==> config.mk <==
export PLATFORM = sky130hd
export DESIGN_NAME = ds1302_slave
export DESIGN_NICKNAME = d
export VERILOG_FILES = /design/src/rtl/ds1302_slave.sv
export SDC_FILE = /design/constraint.sdc
export NUM_CORES = 1
export LEC_CHECK = 0
export ABC_AREA = 1
export CAP_MARGIN = 15
export CORE_ASPECT_RATIO = 0.9
export CORE_MARGIN = 2
export CORE_UTILIZATION = 54
export DETAILED_ROUTE_END_ITERATION = 10
export PLACE_DENSITY = 0.8
export SLEW_MARGIN = 40
export SYNTH_ARGS = -nofsm -noshare
export SYNTH_HDL_FRONTEND = slang
export SYNTH_SLANG_ARGS = --single-unit
==> constraint.sdc <==
create_clock -name sysclk -period 1.91 [get_ports sysclk]
set_input_delay 0.573 -clock sysclk [delete_from_list [all_inputs] [get_ports sysclk]]
set_output_delay 0.573 -clock sysclk [all_outputs]
set_load 0.01 [all_outputs]
==> src/rtl/ds1302_slave.sv <==
// DS1302-compatible responder on the CE/SCLK/IO link, serving the 8 clock/control registers.
// Optional `DS1302_BURST_EN enables clock burst (addr 31); otherwise addr 31 is rejected.
module ds1302_slave #(
  parameter int SYNC_STAGES = 2
) (
  input  logic       sysclk,
  input  logic       rst,
  input  logic       ds1302_ce,
  input  logic       ds1302_sclk,
  input  logic       io_in,
  output logic       io_out,
  output logic       io_oe,
  output logic [7:0] rtc_second,
  output logic [7:0] rtc_minute,
  output logic [7:0] rtc_hour,
  output logic [7:0] rtc_date,
  output logic [7:0] rtc_month,
  output logic [7:0] rtc_week,
  output logic [7:0] rtc_year,
  output logic [7:0] rtc_ctrl,
  output logic       wr_strobe,
  output logic       busy
);

  typedef enum logic [2:0] {S_IDLE, S_CMD, S_WDATA, S_RDATA, S_DONE} state_e;

  state_e                 state_q, state_d;
  logic [SYNC_STAGES-1:0] ce_sync_q, sclk_sync_q, io_sync_q;
  logic                   ce_prev_q, sclk_prev_q;
  logic [7:0]             regs_q [8];
  logic [7:0]             regs_d [8];
  logic [7:0]             shift_q, shift_d;
  logic [3:0]             cnt_q, cnt_d;
  logic [2:0]             addr_q, addr_d;
  logic [7:0]             rd_byte_q, rd_byte_d;
  logic                   io_out_q, io_out_d;
  logic                   io_oe_q, io_oe_d;
  logic                   wr_strobe_q, wr_strobe_d;
  logic                   busy_q, busy_d;

  logic       ce_s, sclk_s, io_s, ce_rise_s, sclk_rise_s, sclk_fall_s;
  logic [7:0] byte_in_s, next_byte_s;
  logic [4:0] cmd_addr_s;
  logic [2:0] start_addr_s, next_addr_s;
  logic       is_burst_s, cmd_valid_s, burst_s;

  assign ce_s        = ce_sync_q[SYNC_STAGES-1];
  assign sclk_s      = sclk_sync_q[SYNC_STAGES-1];
  assign io_s        = io_sync_q[SYNC_STAGES-1];
  assign ce_rise_s   = ce_s & ~ce_prev_q;
  assign sclk_rise_s = sclk_s & ~sclk_prev_q;
  assign sclk_fall_s = ~sclk_s & sclk_prev_q;
  assign byte_in_s   = {io_s, shift_q[7:1]};
  assign cmd_addr_s  = byte_in_s[5:1];
  assign next_addr_s = addr_q + 3'd1;
  assign next_byte_s = regs_q[next_addr_s];

`ifdef DS1302_BURST_EN
  logic burst_q, burst_d;
  assign is_burst_s = (cmd_addr_s == 5'd31);
  assign burst_s    = burst_q;
`else
  assign is_burst_s = 1'b0;
  assign burst_s    = 1'b0;
`endif

  assign cmd_valid_s  = byte_in_s[7] & ~byte_in_s[6] & ((cmd_addr_s < 5'd8) | is_burst_s);
  assign start_addr_s = is_burst_s ? 3'd0 : cmd_addr_s[2:0];

  // Next-state logic: command decode, write shift/commit, read serialisation.
  always_comb begin
    state_d     = state_q;
    regs_d      = regs_q;
    shift_d     = shift_q;
    cnt_d       = cnt_q;
    addr_d      = addr_q;
    rd_byte_d   = rd_byte_q;
    io_out_d    = io_out_q;
    io_oe_d     = io_oe_q;
    wr_strobe_d = 1'b0;
`ifdef DS1302_BURST_EN
    burst_d     = burst_q;
`endif
    if (!ce_s) begin
      state_d = S_IDLE;
      io_oe_d = 1'b0;
      cnt_d   = 4'd0;
    end else begin
      case (state_q)
        S_IDLE: begin
          if (ce_rise_s) begin
            state_d = S_CMD;
            cnt_d   = 4'd0;
          end else begin
            state_d = S_IDLE;
          end
        end
        S_CMD: begin
          if (sclk_rise_s) begin
            shift_d = byte_in_s;
            cnt_d   = cnt_q + 4'd1;
            if (cnt_q == 4'd7) begin
              cnt_d     = 4'd0;
              addr_d    = start_addr_s;
              rd_byte_d = regs_q[start_addr_s];
`ifdef DS1302_BURST_EN
              burst_d   = is_burst_s;
`endif
              if (!cmd_valid_s) begin
                state_d = S_DONE;
              end else if (byte_in_s[0]) begin
                state_d = S_RDATA;
              end else begin
                state_d = S_WDATA;
              end
            end else begin
              state_d = S_CMD;
            end
          end else begin
            state_d = S_CMD;
          end
        end
        S_WDATA: begin
          if (sclk_rise_s) begin
            shift_d = byte_in_s;
            cnt_d   = cnt_q + 4'd1;
            if (cnt_q == 4'd7) begin
              cnt_d = 4'd0;
              // The control register stays writable so WP can always be cleared.
              if ((addr_q == 3'd7) || !regs_q[7][7]) begin
                regs_d[addr_q] = byte_in_s;
                wr_strobe_d    = 1'b1;
              end else begin
                wr_strobe_d = 1'b0;
              end
              if (burst_s && (addr_q != 3'd7)) begin
                addr_d = next_addr_s;
              end else begin
                state_d = S_DONE;
              end
            end else begin
              state_d = S_WDATA;
            end
          end else begin
            state_d = S_WDATA;
          end
        end
        S_RDATA: begin
          if (sclk_fall_s) begin
            if (cnt_q < 4'd8) begin
              io_out_d = rd_byte_q[cnt_q[2:0]];
              io_oe_d  = 1'b1;
              cnt_d    = cnt_q + 4'd1;
            end else if (burst_s && (addr_q != 3'd7)) begin
              addr_d    = next_addr_s;
              rd_byte_d = next_byte_s;
              io_out_d  = next_byte_s[0];
              io_oe_d   = 1'b1;
              cnt_d     = 4'd1;
            end else begin
              io_oe_d = 1'b0;
              state_d = S_DONE;
            end
          end else begin
            state_d = S_RDATA;
          end
        end
        S_DONE:  state_d = S_DONE;
        default: state_d = S_IDLE;
      endcase
    end
    busy_d = (state_d != S_IDLE);
  end

  // State, register file, synchronizers and registered outputs.
  always_ff @(posedge sysclk or negedge rst) begin
    if (!rst) begin
      state_q     <= S_IDLE;
      // CE chain resets high so a frame already in progress is not mistaken for a new one.
      ce_sync_q   <= {SYNC_STAGES{1'b1}};
      ce_prev_q   <= 1'b1;
      sclk_sync_q <= {SYNC_STAGES{1'b0}};
      sclk_prev_q <= 1'b0;
      io_sync_q   <= {SYNC_STAGES{1'b0}};
      for (int i = 0; i < 8; i++) regs_q[i] <= 8'h00;
      shift_q     <= 8'h00;
      cnt_q       <= 4'd0;
      addr_q      <= 3'd0;
      rd_byte_q   <= 8'h00;
      io_out_q    <= 1'b0;
      io_oe_q     <= 1'b0;
      wr_strobe_q <= 1'b0;
      busy_q      <= 1'b0;
`ifdef DS1302_BURST_EN
      burst_q     <= 1'b0;
`endif
    end else begin
      state_q     <= state_d;
      ce_sync_q   <= {ce_sync_q[SYNC_STAGES-2:0], ds1302_ce};
      ce_prev_q   <= ce_s;
      sclk_sync_q <= {sclk_sync_q[SYNC_STAGES-2:0], ds1302_sclk};
      sclk_prev_q <= sclk_s;
      io_sync_q   <= {io_sync_q[SYNC_STAGES-2:0], io_in};
      regs_q      <= regs_d;
      shift_q     <= shift_d;
      cnt_q       <= cnt_d;
      addr_q      <= addr_d;
      rd_byte_q   <= rd_byte_d;
      io_out_q    <= io_out_d;
      io_oe_q     <= io_oe_d;
      wr_strobe_q <= wr_strobe_d;
      busy_q      <= busy_d;
`ifdef DS1302_BURST_EN
      burst_q     <= burst_d;
`endif
    end
  end

  assign io_out     = io_out_q;
  assign io_oe      = io_oe_q;
  assign wr_strobe  = wr_strobe_q;
  assign busy       = busy_q;
  assign rtc_second = regs_q[0];
  assign rtc_minute = regs_q[1];
  assign rtc_hour   = regs_q[2];
  assign rtc_date   = regs_q[3];
  assign rtc_month  = regs_q[4];
  assign rtc_week   = regs_q[5];
  assign rtc_year   = regs_q[6];
  assign rtc_ctrl   = regs_q[7];

endmodule

# Word level (Yosys, flattened, before mapping)
# Cells that the tools add are included.
# W data, S select, Z words.
# totals
ff_bits,102
input_bits,5
output_inout_bits,68
wordCells,100
# classes
n_addsub,1
n_lt_le_gt_ge,6
eq_ne,13
mux,35
n_bitwise,11
n_reduce_logical,12
# ops
operator,n
$bwmux W64,1
$bmux W8 S3,1
$demux W8 S3,1
$mux W3,8
$mux W4,6
$mux W8,3
$pmux W3 S5,1
$mux W1,12
$pmux W4 S3,1
$reduce_and A5 Y1,2
$ne A3 B3 Y1 const B,3
$ge A4 B4 Y1 const B,2
$not A3 Y4,2
$reduce_and A4 Y1,2
$eq A3 B2 Y1 const B,2
$eq A3 B3 Y1 const B,2
$and A1 B1 Y1,5
$lt A5 B4 Y1 const B,1
$add A4 B1 Y4 const B,1
$eq A4 B3 Y1 const B,1
$lt A3 B4 Y1 const B,1
$lt A4 B1 Y1 const B,1
$lt A4 B4 Y1 const B,1
$ne A2 B1 Y1 const B,2
other kinds (13),16

# Longest topological paths before layout
# depth
word_depth,9
ltp_mapped,9
ltp_nobuf,8

# Worst setup path after synthesis
# Ideal clock, no wire load.
# synth_timing
kind,reg-to-reg
from,register cnt_q[1]
to,"register regs_q, in the netlist rtc_month[7]"
setup_time_ps,128
arrival_ps,1454
required_ps,1782
slack_ps,327
path_stages_with_launch,10
path_buffers,1
synth_period_minus_slack_ps,1583
path_cell_list,dfrtp_1 ha_1 nand3_2 inv_2 nand2_4 nor2_8 nand3_4 buf_6 nand2_1 o21ai_1
# synth_between
elab_chain_len,2
# synth_lines
element,line_no,source
from (decl),33,"logic [3:0] cnt_q, cnt_d;"
from (signal assigned),206,cnt_q <= cnt_d;
$eq A4 B3 Y1,127,if (cnt_q == 4'd7) begin
$reduce_and A5 Y1 (no line),--,
to (signal assigned),204,regs_q <= regs_d;
to (decl),30,logic [7:0] regs_q [8];
# No other way between the ends.
# A chain may end at the register's enable or synchronous reset.

# Worst setup path in the final report
# layout_timing
from,"register regs_q, in the netlist rtc_ctrl[2]"
to,output port rtc_ctrl[2]
# layout_rtl
element,line_no,source
to (decl),20,"output logic [7:0] rtc_ctrl,"
# No word-level cell between the ends.

==> summary.md <==
| Metric | Value |
|---|---|
| Achievable frequency | 529.9 MHz |
| CTS tree | done |
| Initial antenna violation count | 0 |
| Finished Core Util | roughly 70% |
| Power density over cell area | between 600 and 700 nW/um^2 |
| DRT Pass-1 Iters | 5 |
| Max-Cap Viols | 0 |
| Fill cells | 686 |
| DRC violation total after the first TritonRoute iteration | roughly 350 |
| Critical path arrival | 1.31 ns |
| Row count | 32 |
| Num CTS Buffers | 9 |
| Vias in the first global route | 3704 |
| Mean Syn Cell Area | 8.508 sq um |
| CTS H-tree depth | 3 |
| Synth Instances | 554 |
| Clk Latency, worst-skew pair | 0.35 ns |
| Starting density of the core | 55.27% |
| Status | finished clean |
| Leakage | between 3 and 4 nW |
| Final Hold Vio Count | 0 |
| Final-stage net count | ~650 |
| CORE AREA | around 8500 sq um |
| Post-synthesis sequential area ratio | 53.70% |
| Skew final | 0.01286 ns |
| Peak VDD IR | ~0.48 mV |
| Root buffer cell | clkbuf_8 |
| P_sw | 0.9830 mW |
| Worst Path Buf+Inv | 1 |
| Sw Ratio | between 20% and 30% |
| CP Cell Sequence | clkdlybuf4s50_1 |
| Least-Margin Pin Slew | 0.6779 ns |
| Pre-CTS setup slack | 0.1405 ns |
| Dpl cells | 734 |
| Unique masters post-synth | 31 |
| Die Wd | 102.5 microns |
| Detail Placement HPWL | about 8000 microns |
| Gr usage total | between 20% and 30% |
| Most frequent cells in the layout | nand2_1 (137), dfrtp_1 (96), nor2_1 (77) |
| Clk network pwr share | 36.3% |
| Slowest CP cell | clkdlybuf4s50_1 |
| Share of cells above drive strength 1 | between 10% and 20% |
| Synthesized Nets | 560 |
| Final setup vio count | 0 |
| Antenna Cells | 0 |
| Worst stage delay on the critical path | between 0.5 and 0.6 ns |
| Sequential power share | ~56% |
| Clock sinks | slightly above 100 |
| Fin. max-slew vios | 0 |
| Internal power | 2.952 mW |
| Hold Path Class | primary input to asynchronous set/reset pin |
| Antenna viol nets, final | 0 |
| R2R Setup Slk | 0.15 ns |
| Area grow syn2layout | 26.65% |
| Critical Path RT | roughly 1.3 ns |
| Crit path launch type | flop |
| Worst setup margin | around 0.023 ns |
| Vias/cell | around 5.5 |
| Final Critical Period | 1.887 ns |
| Largest net degree at the start of global routing | 102 |
| Total grt overflow | 0 |
| Most common cell after layout, fill and taps aside | nand2_1 |
| WHS | 0.2547 ns |
| I/O pin total | 73 |
| Fin crit share | a little under 100% |
| Vias | 4198 |
| CP Class | flop to primary output |
| CP top delay family | buffers and inverters |
| First-pass GRT wire length | 19360 microns |
| Clock buffer depth | 2 |
| CTS clk-pin slew, worst paths | around 0.10 ns |
| Warning count from the yosys run | 0 |
| Port Buf Inserts | 72 |
| Total wire length | 12040 microns |
| Crit Path Max Fanout | 3 |
| DR WL/cell | 15.65 microns |
| Critical Path Sink Type | primary output |
| Mapped Area | around 4700 sq um |
| Synth Register Bits | 101 |
| Die area | 9493 sq um |
| Slew Limit Headroom | about 55% |
| Chip height | 92.63 microns |
| Logic pwr share | 7.9% |
| DRC viols | 0 |
| Gpl congestion | 0.8953 |
| Final non-filler cell total | 769 |
kinds of logic after synthesis:
group	Yosys count	share of synthesized area, %
fa+ha+maj	1	0.2654
xor+xnor	1	0.1859
buf+inv	58	5.920
simple gates	269	25.83
flops	101	53.70
compound gates	124	14.10
stage by stage:
step           total power, mW    TNS, ns  instance area, sq um
6_report                 3.935          0                  5969
3_5_place_dp             2.546          0                  5547
5_1_grt                  4.091  -0.005709                  5969
2_1_floorplan            2.379          0                  4713
3_3_place_gp             2.540          0                  5547
4_1_cts                  3.951          0                  5791
worst paths after layout:
check,start,end,depth (start not counted)
max,rtc_ctrl[2],rtc_ctrl[2],1
min,rst,rtc_second[1],2
max reg2reg,cnt_q[1],rtc_minute[2],8
min reg2reg,sclk_sync_q[0],sclk_sync_q[1],0
max in group asynchronous,rst,cnt_q[1],2
min in group sysclk,sclk_sync_q[0],sclk_sync_q[1],0
area by class of cell:
| class | instances | area [sq um] | share of cell area (%) |
|---|---|---|---|
| sequential | 101 | 2534 | 42.44 |
| multi-input combinational | 395 | 1906 | 31.92 |
| timing repair buffer | 106 | 1046 | 17.52 |
| clock buffer | 11 | 151.4 | 2.536 |
| tap | 119 | 148.9 | 2.494 |
| inverter | 32 | 120.1 | 2.012 |
| clock inverter | 5 | 63.81 | 1.069 |
power by group through the flow:
stage | combinational, mW | sequential (mW) | clock (mW)
2_1_floorplan | 0.148 | 2.23 | 0
3_3_place_gp | 0.308 | 2.23 | 0
3_5_place_dp | 0.311 | 2.23 | 0
4_1_cts | 0.312 | 2.19 | 1.45
5_1_grt | 0.348 | 2.20 | 1.55
6_report | 0.312 | 2.19 | 1.43
what timing repair did:
item | in CTS | in global routing
setup endpoints to repair | 6 | 70
pin swaps | 0 | 3
setup buffers | 4 | 15
gates resized for setup | 3 | 27
hold buffers | 0 | 0
routing by layer:
metal,wire length (microns),global-route usage (%),vias up
li1,-,-,2002
met1,5407,42.13,1969
met2,5519,38.56,211
met3,940,4.453,16
met4,168,6.778,0
met5,0,0,-
cells in the mapped netlist (all sizes together):
cell	number	area share, %
nor2	79	6.7
nor3	4	0.53
o2111ai	1	0.19
dfrtp	98	52
dfstp	3	1.7
clkbuf	14	1.1
o211ai	8	1.3
a31o	1	0.19
nand3	43	6.6
nand3b	2	0.32
xor2	1	0.19
a21oi	4	0.42
nand2	140	12
buf	12	2.3
inv	32	2.5
ha	1	0.27
a31oi	1	0.13
and3	1	0.13
o21ai	109	12
Power figures use the tool's default switching activity.
